**config.mk**
```make
export PLATFORM = sky130hd
export DESIGN_NAME = ysyx_24080014_ifu
export DESIGN_NICKNAME = d
export VERILOG_FILES = /design/src/rtl/ysyx_24080014_ifu.sv
export SDC_FILE = /design/constraint.sdc
export NUM_CORES = 1
export LEC_CHECK = 0
export CAP_MARGIN = 20
export CORE_MARGIN = 8
export CORE_UTILIZATION = 44
export CTS_CLUSTER_SIZE = 14
export DETAILED_ROUTE_END_ITERATION = 6
export PLACE_DENSITY = 0.86
export SETUP_SLACK_MARGIN = 0.2
export SLEW_MARGIN = 15
export SYNTH_ARGS = -nofsm -noshare
export SYNTH_HDL_FRONTEND = slang
export SYNTH_SLANG_ARGS = --single-unit
```
**constraint.sdc**
```tcl
create_clock -name clk -period 3.1 [get_ports clk]
set_input_delay 0.62 -clock clk [delete_from_list [all_inputs] [get_ports clk]]
set_output_delay 0.62 -clock clk [all_outputs]
set_load 0.02 [all_outputs]
```
**src/rtl/ysyx_24080014_ifu.sv**
```systemverilog
// ysyx_24080014_ifu: single-outstanding instruction fetch unit (req -> wait -> hold)
// Define YSYX_24080014_IFU_MISALIGN_CHECK_EN to trap misaligned PCs in S_FAULT.
module ysyx_24080014_ifu #(
  parameter logic [31:0] RESET_PC = 32'h8000_0000
) (
  input  logic        clk,
  input  logic        rst,
  input  logic [31:0] next_pc,
  output logic        imem_req_valid,
  input  logic        imem_req_ready,
  output logic [31:0] imem_addr,
  input  logic        imem_resp_valid,
  input  logic [31:0] imem_resp_data,
  input  logic        imem_resp_err,
  output logic [31:0] pc,
  output logic [31:0] inst,
  output logic        inst_valid,
  input  logic        inst_ready,
  output logic        fetch_err,
  output logic        misalign,
  output logic [31:0] fetch_cnt
);
  typedef enum logic [1:0] {S_REQ, S_WAIT, S_HOLD, S_FAULT} state_t;
  state_t      state_q, state_d;
  logic [31:0] pc_q, pc_d, inst_q, inst_d, cnt_q, cnt_d;
  logic        ferr_q, ferr_d, mis_q, mis_d, bad_pc;
`ifdef YSYX_24080014_IFU_MISALIGN_CHECK_EN
  assign bad_pc = |next_pc[1:0];
`else
  assign bad_pc = 1'b0;
`endif
  always_comb begin
    state_d = state_q;
    pc_d    = pc_q;
    inst_d  = inst_q;
    ferr_d  = ferr_q;
    cnt_d   = cnt_q;
    mis_d   = mis_q;
    case (state_q)
      S_REQ:  state_d = imem_req_ready ? S_WAIT : S_REQ;
      S_WAIT: if (imem_resp_valid) begin
        inst_d  = imem_resp_data;
        ferr_d  = imem_resp_err;
        state_d = S_HOLD;
      end
      S_HOLD: if (inst_ready) begin
        pc_d    = next_pc;
        cnt_d   = cnt_q + 32'd1;
        mis_d   = bad_pc;
        state_d = bad_pc ? S_FAULT : S_REQ;
      end
      default: state_d = S_FAULT;
    endcase
  end
  always_ff @(posedge clk) begin
    if (rst) begin
      state_q <= S_REQ;
      pc_q    <= RESET_PC;
      inst_q  <= 32'd0;
      ferr_q  <= 1'b0;
      cnt_q   <= 32'd0;
      mis_q   <= 1'b0;
    end else begin
      state_q <= state_d;
      pc_q    <= pc_d;
      inst_q  <= inst_d;
      ferr_q  <= ferr_d;
      cnt_q   <= cnt_d;
      mis_q   <= mis_d;
    end
  end
  // Request is gated by rst so nothing leaks out while reset is held.
  assign imem_req_valid = (state_q == S_REQ) && !rst;
  assign imem_addr      = pc_q;
  assign pc             = pc_q;
  assign inst           = inst_q;
  assign inst_valid     = state_q == S_HOLD;
  assign fetch_err      = ferr_q;
  assign misalign       = mis_q;
  assign fetch_cnt      = cnt_q;
endmodule

```
Word level (Yosys, flattened, before mapping) --
Index checks and enable logic that the tools add are counted. W data, S select, Z words.
Storage, ports and cells: input bits 70, logic and storage cells 20, register bits 99, output and inout bits 132
Operators by class: reduce and logical (&&, ||, !) cells 6, equality and inequality tests 4, muxes and demuxes 4, $add $sub $neg 1
Operators by type and width (count):
- $add A32 B1 Y32 const B | 1
- $pmux W2 S3 | 1
- $reduce_and A2 Y1 | 3
- $mux W2 | 2
- $eq A2 B1 Y1 const B | 1
- $eq A2 B2 Y1 const B | 1
- $logic_not A2 Y1 | 1
- $ne A2 B1 Y1 const B | 1
- $ne A2 B2 Y1 const B | 1
- $logic_and A1 B1 Y1 | 1
- $logic_not A1 Y1 | 1
- $mux W1 | 1

Longest topological paths before layout --
Gate-level depths: netlist (run 1).
depth in word-level cells 3, mapped depth 7, gate-level depth less buffers 5

Worst setup path before layout (run 1) --
Ideal clock, no wire load.
path kind flip-flop to flip-flop, start register cnt_q[0] (netlist: fetch_cnt[0]), end register cnt_q[20] (netlist: fetch_cnt[20]), path buffers 1, data arrival time 2115 ps, setup slack 915 ps, data required time 3030 ps, stages on the path, launching flop included 7, setup time 70 ps, period minus slack after synthesis 2185 ps, cells stage by stage dfxtp_1 ha_1 nand4b_4 or4_4 buf_6 or4_1 a21oi_1
Between the ends: longest elaborated chain between the ends 1
Ends and longest elaborated chain:
- start: declaration | RTL line 25 | logic [31:0] pc_q, pc_d, inst_q, inst_d, cnt_q, cnt_d;
- start signal: assignment | RTL line 68 | cnt_q <= cnt_d;
- $add A32 B1 Y32 | RTL line 48 | cnt_d = cnt_q + 32'd1;
No other way between the ends. A chain may end at the register's enable or synchronous reset.

Final worst setup path (run 1) --
start input port inst_ready, end register cnt_q[31] (netlist: fetch_cnt[31])
Between the ends: longest elaborated chain between the ends 1
Ends and longest elaborated chain:
- start: declaration | RTL line 18 | input logic inst_ready,
- $reduce_and A2 Y1 (no line)
No other way between the ends.

==> results of run 1 <==
cell families (layout without fill, tap and decap cells):
family | after synthesis | after routing
other | 1 | 1
flip-flops | 99 | 99
AO/OA/AOI/OAI | 111 | 111
XOR/XNOR | 10 | 10
adder cells (fa/ha/maj) | 1 | 1
buffers and inverters | 73 | 228
AND/OR/NAND/NOR | 212 | 212
state kept, by name, indices dropped and copies added (netlist names):
register   cells
fetch_cnt     32
state_q        2
fetch_err      1
inst          32
imem_addr     32
where the power goes:
part | total (mW) | internal (mW) | switching [mW]
registers | 1.32 | 1.30 | 0.0185
logic | 0.277 | 0.151 | 0.126
clock network | 0.940 | 0.484 | 0.456
total | 2.53 | 1.93 | 0.601
worst min-delay path by stage:
| stage | from | end | slack [ns] | cells past startpoint |
|---|---|---|---|---|
| after floorplan | fetch_err | fetch_err | 0.53 | 2 |
| after global placement | inst[4] | inst[4] | 0.44 | 2 |
| after detailed placement | inst[1] | inst[1] | 0.45 | 2 |
| after CTS | inst[5] | inst[5] | 0.46 | 2 |
| after global routing | inst[1] | inst[1] | 0.47 | 2 |
| final | inst[5] | inst[5] | 0.46 | 2 |
synth_stat cells (2+ instances only):
cell type / instances / share of area [%]
o21ai_0: 8 / 0.98
nor3_1: 5 / 0.61
nor2_1: 13 / 1.2
nand3_1: 7 / 0.86
clkbuf_1: 29 / 2.7
o31ai_1: 14 / 2.6
nand2_1: 142 / 13
a21oi_1: 88 / 11
or4_1: 15 / 2.8
xnor2_1: 9 / 1.9
buf_4: 34 / 6.2
or3_1: 6 / 0.92
dfxtp_1: 99 / 48
and4_1: 4 / 0.86
nand4_1: 10 / 1.5
nor2b_1: 2 / 0.31
inv_1: 8 / 0.73
tightest hold or removal path: cells and delay by family (launching register included):
kind            cells  cell delay (ns)
compound gates      1             0.05
flops               1             0.32
simple gates        1             0.05
final cells by class:
class | instances | area [um^2]
tap | 111 | 139
sequential | 99 | 1980
fill | 744 | 3000
timing repair buffer | 204 | 2030
clock inverter | 6 | 93.8
multi-input combinational | 335 | 1700
inverter | 8 | 30.0
clock buffer | 10 | 138
metal layers:
metal,GRT usage [%],part of all wire (%)
met4,5.76,1.0
met1,19.7,40
met2,31.1,50
met5,0,0
met3,7.19,9.0
through the flow:
stage / setup slack, ns / std cells
2_1_floorplan: 0.915 / 507
3_3_place_gp: 0.172 / 757
3_5_place_dp: 0.118 / 757
4_1_cts: 0.506 / 773
5_1_grt: 0.338 / 773
6_report: 0.480 / 773
==> key figures, run 1 <==
Worst setup path
  – Worst reg2reg path depth: 4
  – Worst Setup EP: fetch_cnt[31]
  – CP Max Fanout: 21
  – Slowest stage delay, CP: 0.85 ns
  – Worst Path Buf+Inv: 1
  – Cell mode on critical path: or4_1
  – CP cell instances: clkdlybuf4s50_1 -> nand3b_4 -> or4_1 -> or4_1 -> a21oi_1
  – Worst Setup SP: inst_ready
  – Critical path launch point type: input port
  – Critical path depth: 5
  – CP Class: in -> reg
  – Worst EP arrival: 2.90 ns
  – Setup crit end kind: flop
  – RR Startpoint: state_q[1]
  – CP required: 3.38 ns
  – R2R Path End: fetch_cnt[31]
  – Slowest-stage cell, CP: or4_1
  – R2r setup slk: 0.76 ns
  – CP top delay family: simple AND/OR/NAND/NOR gates

Yosys
  – Yosys reg bits: 99
  – Ys flop type: dfxtp_1
  – Warnings from Yosys: 0
  – Mapped Avg Cell Area: 8.06 um^2
  – Syn Inst Count: 507
  – Largest family of logic cells by synthesized area: simple AND/OR/NAND/NOR gates
  – Syn nets: 578
  – Number of synthesized flops with an enable pin: 0
  – Adder-Cell Fraction of Synth Area: 0.306%
  – Register area share after synthesis: 48.5%
  – Simple-Gate Fraction of Synth Area: 24.4%
  – Mapped Area: 0.00409 mm^2
  – Multiplexer share of the synthesized area: 0%
  – Count of different cell masters after synthesis: 31
  – Compound-cell area share of the yosys netlist: 14.5%
  – Synth Area in XOR/XNOR: 2.14%
  – Ys async rst share: 0%

Drt
  – Pre-antenna DRT Iters: 5
  – Routed Antenna Nets: 0
  – WL final: 11800 um
  – DR WL/cell: 15.3 um
  – Drt drc: 0
  – DR iter-0 viols: 204
  – DR vias: 3947
  – Vias/cell: 5.11

Placement
  – Area post-placement: 0.00588 mm^2
  – GP Congestion: 0.753
  – IO buf count: 200
  – Post-detail-place hpwl: 8770 um

Final layout
  – Most common cell after layout, fill and taps aside: clkdlybuf4s50_1
  – Most frequent cells in the layout: clkdlybuf4s50_1, nand2_1, dfxtp_1, a21oi_1, or4_1
  – Post-layout nets: 728
  – Area Growth Syn to Fin: 49.4%
  – Design Area, Final: 0.00611 mm^2
  – Layout cells sized above 1: 4.23%
  – Antenna cells: 0
  – Post-layout util: 67.1%

Global route
  – First-pass GRT wire length: 19100 um
  – Vias in the first global route: 3882
  – Largest net degree at the start of global routing: 100
  – Total GRT Usage: 18.0%
  – GR Overflow Total: 0
  – Initial antenna violation count: 0

Floorplan
  – Row count: 35
  – Die Y: 112 um
  – Die Width: 112 um
  – Die area: 0.0126 mm^2
  – Initial core utilization: 44.9%
  – Core Area: 0.00911 mm^2
  – Ports: 202

Clock tree
  – Hold buffers post-CTS: 0
  – Clk_lat worst skew: 0.35 ns
  – Sink Count: 99
  – CTS resizes: 0
  – Clk root buf: clkbuf_8
  – Post-CTS Setup Bufs: 0
  – H-tree levels: 3
  – TritonCTS Buffers: 9
  – Clk buf depth: 2
  – Clock-pin slew on the worst setup and hold paths: 0.10 ns
  – TritonCTS clock tree: yes

STA
  – Fin. max-slew vios: 0
  – Fmax: 0.382 GHz
  – Setup Skew: 0.0103 ns
  – Worst rel slew slack: 33.5%
  – Minimum clock period: 2.62 ns
  – Measured slew at the worst slew-check pin: 0.998 ns
  – Final hold slack: 0.456 ns
  – Setup violators final: 0
  – Final worst path period share: 84.5%
  – Final hold viol count: 0
  – RSZ-0062 raised after global routing: no
  – Fin Setup TNS: 0 ns

Hold path
  – Worst hold-check path type: reg -> reg

Status
  – Status: completed

Job
  – Max_cap viols: 0

Power
  – Pwr per Cell Area: 415 mW/mm^2
  – Total power: 2.53 mW
  – P_leak: 2.02 nW
  – Worst VDD drop: 0.000293 V
No activity file was read; power rests on OpenSTA's default activity.
==> inputs of run 2 (changes only) <==
CORE_UTILIZATION = 36   (was 44)
PLACE_DENSITY = 0.76   (was 0.86)
clock period = 2.2 ns   (was 3.1 ns; I/O delays follow)
==> key figures, run 2 (synthesized netlist as in run 1, its figures left out) <==
Global route
  – Met3 GRT Util: 6.62% (-0.57 points)
  – M2 GR Usage: 28.7% (-2.4 points)
  – Vias in the first global route: 4043 (+4.1%)
  – GR Overflow Total: 0 (unchanged)
  – First-pass GRT wire length: 20000 um (+4.9%)
  – Largest net degree at the start of global routing: 100 (unchanged)
  – Total GRT Usage: 16.3% (-1.7 points)
  – Most crowded layer after global routing: met2
  – Initial antenna violation count: 0 (unchanged)
  – GR Layer Usage met1: 17.6% (-2.2 points)

Power
  – Clock power share: 42.5% (+5.4 points)
  – Sw Ratio: 22.7% (-1.1 points)
  – Worst VDD drop: 0.000398 V (+36%)
  – P_leak: 2.14 nW (+6.0%)
  – Combinational group share of total power: 10.2% (-0.7 points)
  – Sequential group share of total power: 47.3% (-4.6 points)
  – Pwr per Cell Area: 609 mW/mm^2 (+47%)
  – Switching pwr: 0.884 mW (+47%)
  – P_int: 3.02 mW (+56%)

Clock tree
  – Hold buffers post-CTS: 0 (unchanged)
  – Clk buf depth: 2 (unchanged)
  – Clk root buf: clkbuf_16
  – Clock-pin slew on the worst setup and hold paths: 0.07 ns (-0.03 ns)
  – TritonCTS Buffers: 9 (unchanged)
  – Sink Count: 99 (unchanged)
  – TritonCTS clock tree: yes
  – H-tree levels: 3 (unchanged)
  – Clk_lat worst skew: 0.33 ns (-0.02 ns)

Hold path
  – WHS Endpoint: inst[18]
  – Worst hold-check path type: reg -> reg
  – Hold depth: 2 (unchanged)
  – Worst hold start: inst[18]

STA
  – Setup violators final: 0 (unchanged)
  – Minimum clock period: 1.92 ns
  – Worst rel slew slack: 31.8% (-1.7 points)
  – RSZ-0062 raised after global routing: no
  – Fmax: 0.520 GHz
  – Measured slew at the worst slew-check pin: 1.02 ns (+0.0258 ns)
  – Worst Setup Slack, final: 0.277 ns (-0.203 ns)
  – Final worst path period share: 87.4%
  – Final hold viol count: 0 (unchanged)
  – Setup Skew: 0.00786 ns (-0.00241 ns)
  – Fin. max-slew vios: 0 (unchanged)
  – Fin Setup TNS: 0 ns (unchanged)

Worst setup path
  – Slowest-stage cell, CP: or4_4
  – Worst EP arrival: 2.18 ns (-0.72 ns)
  – RR Startpoint: state_q[0]
  – CP Max Fanout: 16 (-24%)
  – Critical path launch point type: flop
  – R2R Path End: fetch_cnt[31]
  – Setup crit end kind: flop
  – CP cell instances: nand3b_4 -> or4_4 -> buf_6 -> or4_1 -> a21oi_2
  – Slowest stage delay, CP: 0.54 ns (-0.31 ns)
  – CP required: 2.46 ns (-0.92 ns)
  – R2r setup slk: 0.28 ns (-0.48 ns)
  – Worst reg2reg path depth: 5 (+1)
  – CP Class: reg -> reg

Placement
  – Pre-CTS setup slack: -0.380 ns (-0.498 ns)
  – Inst Count DP: 797 (+5.3%)
  – Post-detail-place hpwl: 9390 um (+7.0%)
  – Area post-placement: 0.00602 mm^2 (+2.4%)
  – GP Congestion: 0.806 (+7.0%)
  – IO buf count: 200 (unchanged)

Drt
  – DR WL/cell: 15.7 um (+2.4%)
  – WL final: 12800 um (+8.1%)
  – Vias/cell: 4.96 (-2.8%)
  – DR iter-0 viols: 192 (-5.9%)
  – Routed Antenna Nets: 0 (unchanged)
  – Drt drc: 0 (unchanged)
  – DR vias: 4051 (+2.6%)
  – Pre-antenna DRT Iters: 4 (-1)

Final layout
  – Post-layout util: 56.8% (-10 points)
  – Area Growth Syn to Fin: 56.5%
  – Design Area, Final: 0.00640 mm^2 (+4.8%)
  – Post-layout nets: 739 (+1.5%)
  – Most frequent cells in the layout: clkdlybuf4s50_1, nand2_1, dfxtp_1, a21oi_1
  – Layout cells sized above 1: 7.88% (+3.6 points)
  – # fillers: 999 (+34%)
  – Fin cells: 816 (+5.6%)
  – Antenna cells: 0 (unchanged)
  – Multi-input gate area in the final layout: 0.00173 mm^2 (+1.7%)
  – Most common cell after layout, fill and taps aside: clkdlybuf4s50_1
  – Flip-flop and latch area: 0.00202 mm^2 (+1.7%)

Status
  – Status: completed

Job
  – Max_cap viols: 0 (unchanged)

Floorplan
  – Ports: 202 (unchanged)
  – Core Area: 0.0113 mm^2 (+24%)
  – Initial core utilization: 36.3% (-8.6 points)
  – Die Width: 123 um (+9.1%)
  – Die Y: 123 um (+9.1%)
  – Row count: 39 (+11%)
  – Die area: 0.0150 mm^2 (+19%)
-- run 2: how the worst max path moves through the flow --
| stage | from | end | slack, ns |
|---|---|---|---|
| final | state_q[0] | fetch_cnt[31] | 0.28 |
| after global routing | fetch_cnt[0] | fetch_cnt[22] | 0.20 |
| after CTS | state_q[0] | fetch_cnt[31] | 0.21 |
| after detailed placement | inst_ready | fetch_cnt[31] | -0.38 |
| after global placement | inst_ready | fetch_cnt[31] | -0.32 |
| after floorplan | fetch_cnt[7] | fetch_cnt[20] | 0.20 |
-- run 2: through the flow --
stage / power, mW / hold WS (ns)
6_report: 3.90 / 0.455
5_1_grt: 4.04 / 0.471
4_1_cts: 3.95 / 0.455
3_5_place_dp: 2.30 / 0.446
3_3_place_gp: 2.29 / 0.441
2_1_floorplan: 2.06 / 0.520
-- run 2: layout make-up --
| cell class | instances | area share (%) |
|---|---|---|
| repair buffers | 215 | 33.2 |
| clock buffers | 11 | 4.13 |
| flip-flops and latches | 99 | 31.5 |
| inverters | 8 | 0.469 |
| well taps | 143 | 2.80 |
| multi-input cells | 335 | 27.0 |
| clock inverters | 5 | 0.899 |
-- run 2: critical path: cells and delay by family (launching register included) --
family                 cells  cell delay (ns)
buffers and inverters      1             0.16
AO/OA/AOI/OAI              1             0.14
flip-flops                 1             0.37
AND/OR/NAND/NOR            3             1.18
-- run 2: power groups by stage --
stage	clock [mW]	combinational, mW	sequential, mW
after global routing	1.77	0.427	1.85
after global placement	0	0.398	1.89
after floorplan	0	0.133	1.93
final	1.66	0.398	1.85
after CTS	1.70	0.403	1.85
after detailed placement	0	0.404	1.89
-- run 2: what timing repair did --
action | in CTS | in global routing
pin swaps | 0 | 4
setup endpoints to repair | 22 | 19
gates cloned | 0 | 0
buffers inserted | 0 | 3
resized for setup | 5 | 15
-- run 2: routing by layer --
layer  up-vias  share of wire (%)
met5         -                  0
met4         0                1.2
met3        11                9.1
met2       143                 50
met1      1893                 40
li1       2004                  -
